<file path="config.mk">
export PLATFORM = sky130hd
export DESIGN_NAME = fetch_stage_flat
export DESIGN_NICKNAME = d
export VERILOG_FILES = /design/src/rtl/fetch_stage_if.sv /design/src/rtl/fetch_stage.sv /design/src/flat_wrapper.sv
export SDC_FILE = /design/constraint.sdc
export NUM_CORES = 1
export LEC_CHECK = 0
export ABC_CLOCK_PERIOD_IN_PS = 3400
export BUFFER_PORTS_ARGS = -buffer_cell sky130_fd_sc_hd__buf_2
export CORE_UTILIZATION = 50
export CTS_CLUSTER_DIAMETER = 80
export DETAILED_ROUTE_END_ITERATION = 16
export PLACE_DENSITY_LB_ADDON = 0.05
export SLEW_MARGIN = 20
export SYNTH_ARGS = -nofsm -noshare
export SYNTH_HDL_FRONTEND = slang
export SYNTH_SLANG_ARGS = --single-unit
export TNS_END_PERCENT = 10
</file>
<file path="constraint.sdc">
create_clock -name clk -period 3.4 [get_ports clk]
set_input_delay 0.34 -clock clk [delete_from_list [all_inputs] [get_ports clk]]
set_output_delay 0.34 -clock clk [all_outputs]
set_load 0.005 [all_outputs]
</file>
<file path="src/rtl/fetch_stage_if.sv">
// Fetch-stage bus bundle: control inputs from the pipeline, the combinational
// instruction-ROM port, and the IF/ID register outputs toward decode.
//   master : the fetch stage (drives imem_pc and the IF/ID/status signals)
//   slave  : the surrounding pipeline and ROM (drives stall/redirect/imem_instr)
interface fetch_stage_if;
   logic        stall;
   logic        redirect;
   logic [31:0] redirect_pc;
   logic [31:0] imem_instr;
   logic [31:0] imem_pc;
   logic [31:0] id_pc;
   logic [31:0] id_instr;
   logic        id_valid;
   logic [31:0] fetch_count;
   logic        misalign;

   modport master (
      input  stall, redirect, redirect_pc, imem_instr,
      output imem_pc, id_pc, id_instr, id_valid, fetch_count, misalign
   );

   modport slave (
      output stall, redirect, redirect_pc, imem_instr,
      input  imem_pc, id_pc, id_instr, id_valid, fetch_count, misalign
   );
endinterface

</file>
<file path="src/rtl/fetch_stage.sv">
// Instruction-fetch stage. Owns the PC, addresses a combinational word-aligned
// ROM with it, and captures the returned word into the IF/ID register.
// Ports:
//   clk  - clock, all state updates on the rising edge
//   rst  - synchronous active-high reset, overrides every other input
//   bus  - fetch_stage_if.master: stall/redirect/redirect_pc/imem_instr in;
//          imem_pc, id_pc, id_instr, id_valid, fetch_count, misalign out
// Every output is a register; there is no combinational input-to-output path.
module fetch_stage #(
   parameter logic [31:0] RESET_PC  = 32'h0000_0000,
   parameter logic [31:0] NOP_INSTR = 32'h0000_0013
) (
   input  logic         clk,
   input  logic         rst,
   fetch_stage_if.master bus
);

   logic [31:0] pc_q,          pc_d;
   logic [31:0] id_pc_q,       id_pc_d;
   logic [31:0] id_instr_q,    id_instr_d;
   logic        id_valid_q,    id_valid_d;
   logic [31:0] fetch_count_q, fetch_count_d;
   logic        misalign_q,    misalign_d;

   // Priority: redirect > stall > advance. A redirect flushes IF/ID with a
   // bubble whose id_pc records the discarded fetch address.
   always_comb begin
      pc_d          = pc_q;
      id_pc_d       = id_pc_q;
      id_instr_d    = id_instr_q;
      id_valid_d    = id_valid_q;
      fetch_count_d = fetch_count_q;
      misalign_d    = misalign_q;

      if (bus.redirect) begin
         pc_d       = {bus.redirect_pc[31:2], 2'b00};
         id_pc_d    = pc_q;
         id_instr_d = NOP_INSTR;
         id_valid_d = 1'b0;
         if (bus.redirect_pc[1:0] != 2'b00) begin
            misalign_d = 1'b1;
         end
      end else if (!bus.stall) begin
         pc_d          = pc_q + 32'd4;
         id_pc_d       = pc_q;
         id_instr_d    = bus.imem_instr;
         id_valid_d    = 1'b1;
         fetch_count_d = fetch_count_q + 32'd1;
      end
   end

   always_ff @(posedge clk) begin
      if (rst) begin
         pc_q          <= RESET_PC;
         id_pc_q       <= 32'h0000_0000;
         id_instr_q    <= NOP_INSTR;
         id_valid_q    <= 1'b0;
         fetch_count_q <= 32'h0000_0000;
         misalign_q    <= 1'b0;
      end else begin
         pc_q          <= pc_d;
         id_pc_q       <= id_pc_d;
         id_instr_q    <= id_instr_d;
         id_valid_q    <= id_valid_d;
         fetch_count_q <= fetch_count_d;
         misalign_q    <= misalign_d;
      end
   end

   assign bus.imem_pc     = pc_q;
   assign bus.id_pc       = id_pc_q;
   assign bus.id_instr    = id_instr_q;
   assign bus.id_valid    = id_valid_q;
   assign bus.fetch_count = fetch_count_q;
   assign bus.misalign    = misalign_q;

endmodule

</file>
<file path="src/flat_wrapper.sv">
// flat-port wrapper written by rule: the top's interface ports become plain ports
module fetch_stage_flat 
#(
   parameter logic [31:0] RESET_PC  = 32'h0000_0000,
   parameter logic [31:0] NOP_INSTR = 32'h0000_0013
)
  (clk, rst, bus_stall, bus_redirect, bus_redirect_pc, bus_imem_instr, bus_imem_pc, bus_id_pc, bus_id_instr, bus_id_valid, bus_fetch_count, bus_misalign);
  fetch_stage_if bus_i ();
  input  logic clk;
  input  logic rst;
  input wire logic [$bits(bus_i.stall)-1:0] bus_stall;
  input wire logic [$bits(bus_i.redirect)-1:0] bus_redirect;
  input wire logic [$bits(bus_i.redirect_pc)-1:0] bus_redirect_pc;
  input wire logic [$bits(bus_i.imem_instr)-1:0] bus_imem_instr;
  output wire logic [$bits(bus_i.imem_pc)-1:0] bus_imem_pc;
  output wire logic [$bits(bus_i.id_pc)-1:0] bus_id_pc;
  output wire logic [$bits(bus_i.id_instr)-1:0] bus_id_instr;
  output wire logic [$bits(bus_i.id_valid)-1:0] bus_id_valid;
  output wire logic [$bits(bus_i.fetch_count)-1:0] bus_fetch_count;
  output wire logic [$bits(bus_i.misalign)-1:0] bus_misalign;
  assign bus_i.stall = bus_stall;
  assign bus_i.redirect = bus_redirect;
  assign bus_i.redirect_pc = bus_redirect_pc;
  assign bus_i.imem_instr = bus_imem_instr;
  assign bus_imem_pc = bus_i.imem_pc;
  assign bus_id_pc = bus_i.id_pc;
  assign bus_id_instr = bus_i.id_instr;
  assign bus_id_valid = bus_i.id_valid;
  assign bus_fetch_count = bus_i.fetch_count;
  assign bus_misalign = bus_i.misalign;
  fetch_stage #(.RESET_PC(RESET_PC), .NOP_INSTR(NOP_INSTR)) u_core (.clk(clk), .rst(rst), .bus(bus_i));
endmodule
</file>
==> out/metrics.csv, run 1 <==
metric,value,unit
hold_buffers,0,
hold_depth,3,
slowest_delay,0.72,ns
slew_headroom,52.5,%
fmax,444,MHz
ctsResizeCount,0,
vias_per_cell,5.62,
cts_tree,yes,
wire_per_inst,15.3,microns
setup_violations,0,
finalHoldViolCount,0,
syn_inst,643,
start_util,51.4,%
overflow,0,
ir_drop,336,uV
ff2ff_path_depth,4,
path_class,reg -> reg,
ys_ff_latch,126,
async_flop_share,0,%
cts.sinks,126,
internal-power,2.73,mW
htree_levels,4,
status,completed,
cts_buffer_depth,2,
clkTransAtPathRegs,0.07,ns
drtIter0Drc,406,
synth_enable_flop_cells,0,
drive_gt1_share,29.3,%
hp-class,in -> reg,
cp_cell_sequence,"and4_1, nand4_1, or4_1, a21oi_1",
slew_violations,0,
fin_total_pwr,3.68,mW
vias,5445,
tightest_slew,0.711,ns
regToRegSetupSlack,1.15,ns
swShare,25.7,%
detailed_place_hpwl,10300,microns
grt_first_pass_wirelength,23500,microns
pwr-share-seq,43.4,%
syn_to_final_growth,28.0,%
cts_root_buf,clkbuf_8,
period_share,66.3,%
drc_errors,0,
crit_path_start_kind,register,
drv_cap,0,
dieArea,11600,sq um
crit_arrival,2.71,ns
diodes,0,
utilization,65.7,%
clk_latency,0.53,ns
die_x,108,microns
final_cell_area,7160,sq um
crit-reg2reg-launch,u_core.bus.fetch_count[5],
critPathLaunch,u_core.bus.fetch_count[5],
tns,0,ns
rsz0062_at_grt,no,
r2r-end,u_core.bus.fetch_count[22],
critPathRequiredTime,3.86,ns
cts_setup_buffers,0,
crit_path_max_fanout,22,
whs_endpoint,u_core.bus.id_instr[4],
avgSynthCellArea,8.70,sq um
combPwrFrac,7.6,%
place_congestion,0.841,
ios,198,
yosysWarnings,0,
p_leak,3.16,nW
placed_area,6570,sq um
pwr_density_cell,514,nW/um^2
fin_worst_skew,0.0131,ns
drt-total-wl,14800,microns
critPathCaptureType,register,
layout.cells.non_filler,969,
ys.flop_type,dfxtp_1,
grt_max_degree,53,
dr.pass1.iters,5,
cpMaxStageDelayCell,or4_1,
dp_cells,937,
rows,38,
hold_start,bus_imem_instr[4],
antenna_found_initial,0,
finalNetCount,886,
clockPowerShare,49.0,%
fin_crit,2.25,ns
synth_cell_types,54,
synth_area,5590,sq um
grt_pass1_vias,4859,
ant_nets,0,
numCtsBuffers,17,
grt_usage,26.0,%
portBuffers,193,
power.switching,946,uW
synth.yosys.seq_area_share,45.1,%
core_region_area,10900,sq um
die_y,108,microns
-- stage by stage --
| step | hold WS, ns | setup WS, ns |
|---|---|---|
| 6_report | 0.0356 | 1.15 |
| 5_1_grt | 0.0329 | 0.932 |
| 4_1_cts | 0.0164 | 1.15 |
| 3_5_place_dp | 0.443 | 1.17 |
| 3_3_place_gp | 0.434 | 1.27 |
| 2_1_floorplan | 0.442 | 1.54 |
-- critical path, delay by kind of cell, from the launching register on --
kind / cells / cell delay [ns]
AO/OA/AOI/OAI: 1 / 0.16
flip-flops: 1 / 0.41
AND/OR/NAND/NOR: 3 / 1.62
-- registers in the layout, indices dropped and copies added, names as in the netlist --
register                count
u_core.bus.fetch_count     32
u_core.bus.id_instr        32
u_core.bus.id_pc           30
u_core.bus.id_valid         1
u_core.bus.imem_pc         30
u_core.bus.misalign         1
-- layout by cell type, fill, tap and decap left out, types with 3 or more instances in the layout --
master	Yosys	routed
o31ai_1	20	20
and2_1	4	4
conb_1	1	4
mux2i_1	33	33
nor3_1	3	3
buf_2	9	193
nand3_1	16	16
and3_1	7	7
o21ai_0	14	14
and4_1	8	8
xnor2_1	6	6
inv_6	0	4
a21oi_1	57	57
nand4_1	21	21
dfxtp_1	126	126
buf_4	5	6
o211ai_1	3	3
or3_1	14	14
nor2_1	68	68
xor2_1	15	15
clkinv_4	0	5
a2111oi_1	3	3
nand2_1	92	92
inv_1	6	6
nor4_1	3	3
nor2b_1	4	3
a211oi_1	7	7
clkbuf_16	0	16
o211a_1	4	4
a311oi_1	10	10
or4_1	22	22
-- cell families (layout without fill, tap and decap cells) --
family / Yosys count / count (layout) / synth area share [%]
XOR/XNOR: 21 / 21 / 3.29
AND/OR/NAND/NOR: 279 / 279 / 26.1
multiplexers: 33 / 33 / 5.90
adder cells (fa/ha/maj): 2 / 2 / 0.447
flip-flops: 126 / 126 / 45.1
AO/OA/AOI/OAI: 126 / 126 / 14.5
buffers and inverters: 55 / 238 / 4.52
other: 1 / 4 / 0.0670
-- area by class of cell --
class,instances,area [sq um]
fillers,916,3730
multi-input cells,465,2830
flip-flops and latches,126,2520
repair buffers,199,1010
clock buffers,17,414
clock inverters,15,176
well taps,140,175
inverters,7,26.3
-- per-layer routing --
| layer | vias to the layer above | share of wire (%) | GRT usage [%] |
|---|---|---|---|
| met5 | - | 0 | 0 |
| met4 | 0 | 1.3 | 8.32 |
| met3 | 19 | 7.8 | 7.69 |
| met2 | 207 | 47 | 40.9 |
| met1 | 2540 | 44 | 34.0 |
| li1 | 2679 | - | - |
-- worst max-delay path by stage --
stage | to | slack [ns] | depth (start not counted)
CTS | u_core.bus.fetch_count[22] | 1.15 | 4
global placement | u_core.bus.fetch_count[31] | 1.27 | 4
detailed placement | u_core.bus.fetch_count[22] | 1.17 | 4
floorplan | u_core.bus.imem_pc[28] | 1.54 | 5
finish | u_core.bus.fetch_count[22] | 1.15 | 4
global route | u_core.bus.fetch_count[26] | 0.93 | 4
-- power groups by stage --
stage / clock, mW / combinational (mW) / sequential, mW
floorplan: 0 / 0.161 / 1.62
global placement: 0 / 0.278 / 1.63
detailed placement: 0 / 0.282 / 1.63
CTS: 1.83 / 0.283 / 1.60
global route: 1.89 / 0.313 / 1.61
finish: 1.80 / 0.280 / 1.60
-- cell usage after synthesis (8+ instances only) --
| library cell | n | area [sq um] |
|---|---|---|
| nand2_1 | 92 | 345 |
| buf_2 | 9 | 45.0 |
| a311oi_1 | 10 | 87.6 |
| nand3_1 | 16 | 80.1 |
| o21ai_0 | 14 | 70.1 |
| xor2_1 | 15 | 131 |
| nand4_1 | 21 | 131 |
| a21oi_1 | 57 | 285 |
| nor2_1 | 68 | 255 |
| or3_1 | 14 | 87.6 |
| mux2i_1 | 33 | 330 |
| o31ai_1 | 20 | 150 |
| or4_1 | 22 | 165 |
| dfxtp_1 | 126 | 2520 |
| and4_1 | 8 | 70.1 |
| clkbuf_1 | 28 | 105 |
Note: power is estimated with default switching activity, not from simulation.
==> run 2: changes to the inputs <==
- ABC_CLOCK_PERIOD_IN_PS: 3400 -> 1800
- CORE_UTILIZATION: 50 -> 45
- clock period: 3.4 -> 1.8 ns (I/O delays scaled with it)
==> run 2 against run 1 <==
Largest power group unchanged. Power rose by 100%. Routed wire length grew 14%. The flow now finishes with violations (negative setup slack). Cell area rose by 14%. Via count rose by 6.5%. Global-route usage up 0.47 points.
==> out/metrics.csv, run 2 (synthesis gave the netlist of run 1 again) <==
metric,value,unit,change
status,"complete, but fails checks",,was completed
violations,negative setup slack,,
critPathCaptureType,register,,unchanged
setup_violations,2,,was 0
place_congestion,0.800,,was 0.841
drt-total-wl,16800,microns,"was 14,800 microns"
syn_to_final_growth,46.4,%,was 28.0%
worst_slack,-0.0184,ns,was 1.15 ns
clkTransAtPathRegs,0.06,ns,was 0.07 ns
start_util,46.4,%,was 51.4%
clk_latency,0.41,ns,was 0.53 ns
numCtsBuffers,17,,unchanged
wire_per_inst,15.3,microns,about the same
cts.sinks,126,,unchanged
ant_nets,0,,unchanged
drc_errors,0,,unchanged
drive_gt1_share,36.1,%,was 29.3%
vias_per_cell,5.29,,was 5.62
ir_drop,659,uV,was 336 uV
crit_path_start_kind,register,,unchanged
finalHoldViolCount,0,,unchanged
cpMaxStageDelayCell,or4_4,,was or4_1
grt_usage,26.5,%,was 26.0%
slew_violations,0,,unchanged
dr.pass1.iters,4,,was 5
slowest_delay,0.47,ns,was 0.72 ns
die_y,113,microns,was 108 microns
tightest_slew,0.579,ns,was 0.711 ns
tns,-0.0362,ns,was 0 ns
drv_cap,0,,unchanged
cp_cell_sequence,"ha_4, and3b_2, nand3_4, buf_6, or4_4, a311oi_2",,"was and4_1, nand4_1, or4_1, a21oi_1"
detailed_place_hpwl,11000,microns,"was 10,300 microns"
crit_arrival,2.15,ns,was 2.71 ns
crit_path_max_fanout,7,,was 22
placed_area,7070,sq um,was 6570 sq um
drtIter0Drc,366,,was 406
rows,40,,was 38
period_share,101,%,was 66.3%
p_leak,3.67,nW,was 3.16 nW
grt_first_pass_wirelength,27000,microns,"was 23,500 microns"
diodes,0,,unchanged
critPathRequiredTime,2.13,ns,was 3.86 ns
pwr_density_cell,904,nW/um^2,was 514 nW/um^2
grt_pass1_vias,5491,,"was 4,859"
final_common_cell,buf_2,,unchanged
vias,5797,,"was 5,445"
rsz0062_at_grt,yes,,was no
path_class,reg -> reg,,unchanged
core_region_area,12100,sq um,"was 10,900 sq um"
finalNetCount,985,,was 886
final_cell_area,8190,sq um,was 7160 sq um
ios,198,,unchanged
hp-class,in -> reg,,unchanged
final_cell_mix,"buf_2, dfxtp_1, nand2_1",,unchanged
fin_crit,1.82,ns,was 2.25 ns
fmax,550,MHz,was 444 MHz
dieArea,12900,sq um,"was 11,600 sq um"
grt_max_degree,55,,was 53
die_x,113,microns,was 108 microns
cts_tree,yes,,unchanged
antenna_found_initial,0,,unchanged
cts_buffer_depth,2,,unchanged
portBuffers,193,,unchanged
slew_headroom,61.4,%,was 52.5%
pre_cts_slack,-0.0651,ns,was 1.17 ns
fin_worst_skew,0.00642,ns,was 0.0131 ns
cts_root_buf,clkbuf_16,,was clkbuf_8
overflow,0,,unchanged
htree_levels,4,,unchanged
run 2: report_power, final:
part           switching, mW  leakage, nW  total (mW)  internal, mW
clock network           1.30        0.307        3.70          2.40
logic                  0.365         2.33       0.730         0.364
registers             0.0770         1.03        2.98          2.90
total                   1.74         3.67        7.41          5.67
run 2: worst max-delay path: cells and delay by family, from the launching register on:
kind | cells | cell delay (ns)
simple gates | 3 | 0.83
flops | 1 | 0.37
compound gates | 1 | 0.23
buf+inv | 1 | 0.17
fa+ha+maj | 1 | 0.14
run 2: worst paths after layout:
kind                          from                      to  slack [ns]  depth (start not counted)
max reg2reg  u_core.bus.imem_pc[3]  u_core.bus.imem_pc[18]       -0.02                          6
min reg2reg    u_core.bus.misalign     u_core.bus.misalign        0.45                          2
max          u_core.bus.imem_pc[3]  u_core.bus.imem_pc[18]       -0.02                          6
min              bus_imem_instr[8]  u_core.bus.id_instr[8]        0.01                          3
run 2: layout make-up:
class,count,area [sq um]
clock buffers,20,457
clock inverters,12,184
fillers,985,3870
inverters,7,26.3
multi-input cells,465,2910
flip-flops and latches,126,2530
well taps,168,210
repair buffers,298,1860
run 2: timing repair:
| action | CTS | global route |
|---|---|---|
| setup buffers | 4 | 5 |
| hold buffers | 32 | 0 |
| pin swaps | 3 | 4 |
| hold endpoints to repair | 32 | 0 |
| gates resized for setup | 12 | 19 |
| endpoints found under the setup margin | 12 | 29 |
run 2: per-stage QoR:
step	instances	hold WS, ns	utilization, %	power, mW
6_report	1096	0.0141	67.9	7.41
5_1_grt	1096	0.00801	67.9	7.68
4_1_cts	1091	0.00261	67.1	7.44
3_5_place_dp	1023	0.403	58.6	3.69
3_3_place_gp	1023	0.396	58.6	3.67
2_1_floorplan	646	0.305	-	3.36
run 2: layer usage:
metal | vias up | track usage, % | wire length (microns)
met5 | - | 0 | 0
met4 | 0 | 9.04 | 210
met3 | 17 | 7.12 | 1150
met2 | 199 | 42.9 | 7940
met1 | 2719 | 34.0 | 7510
li1 | 2862 | - | -
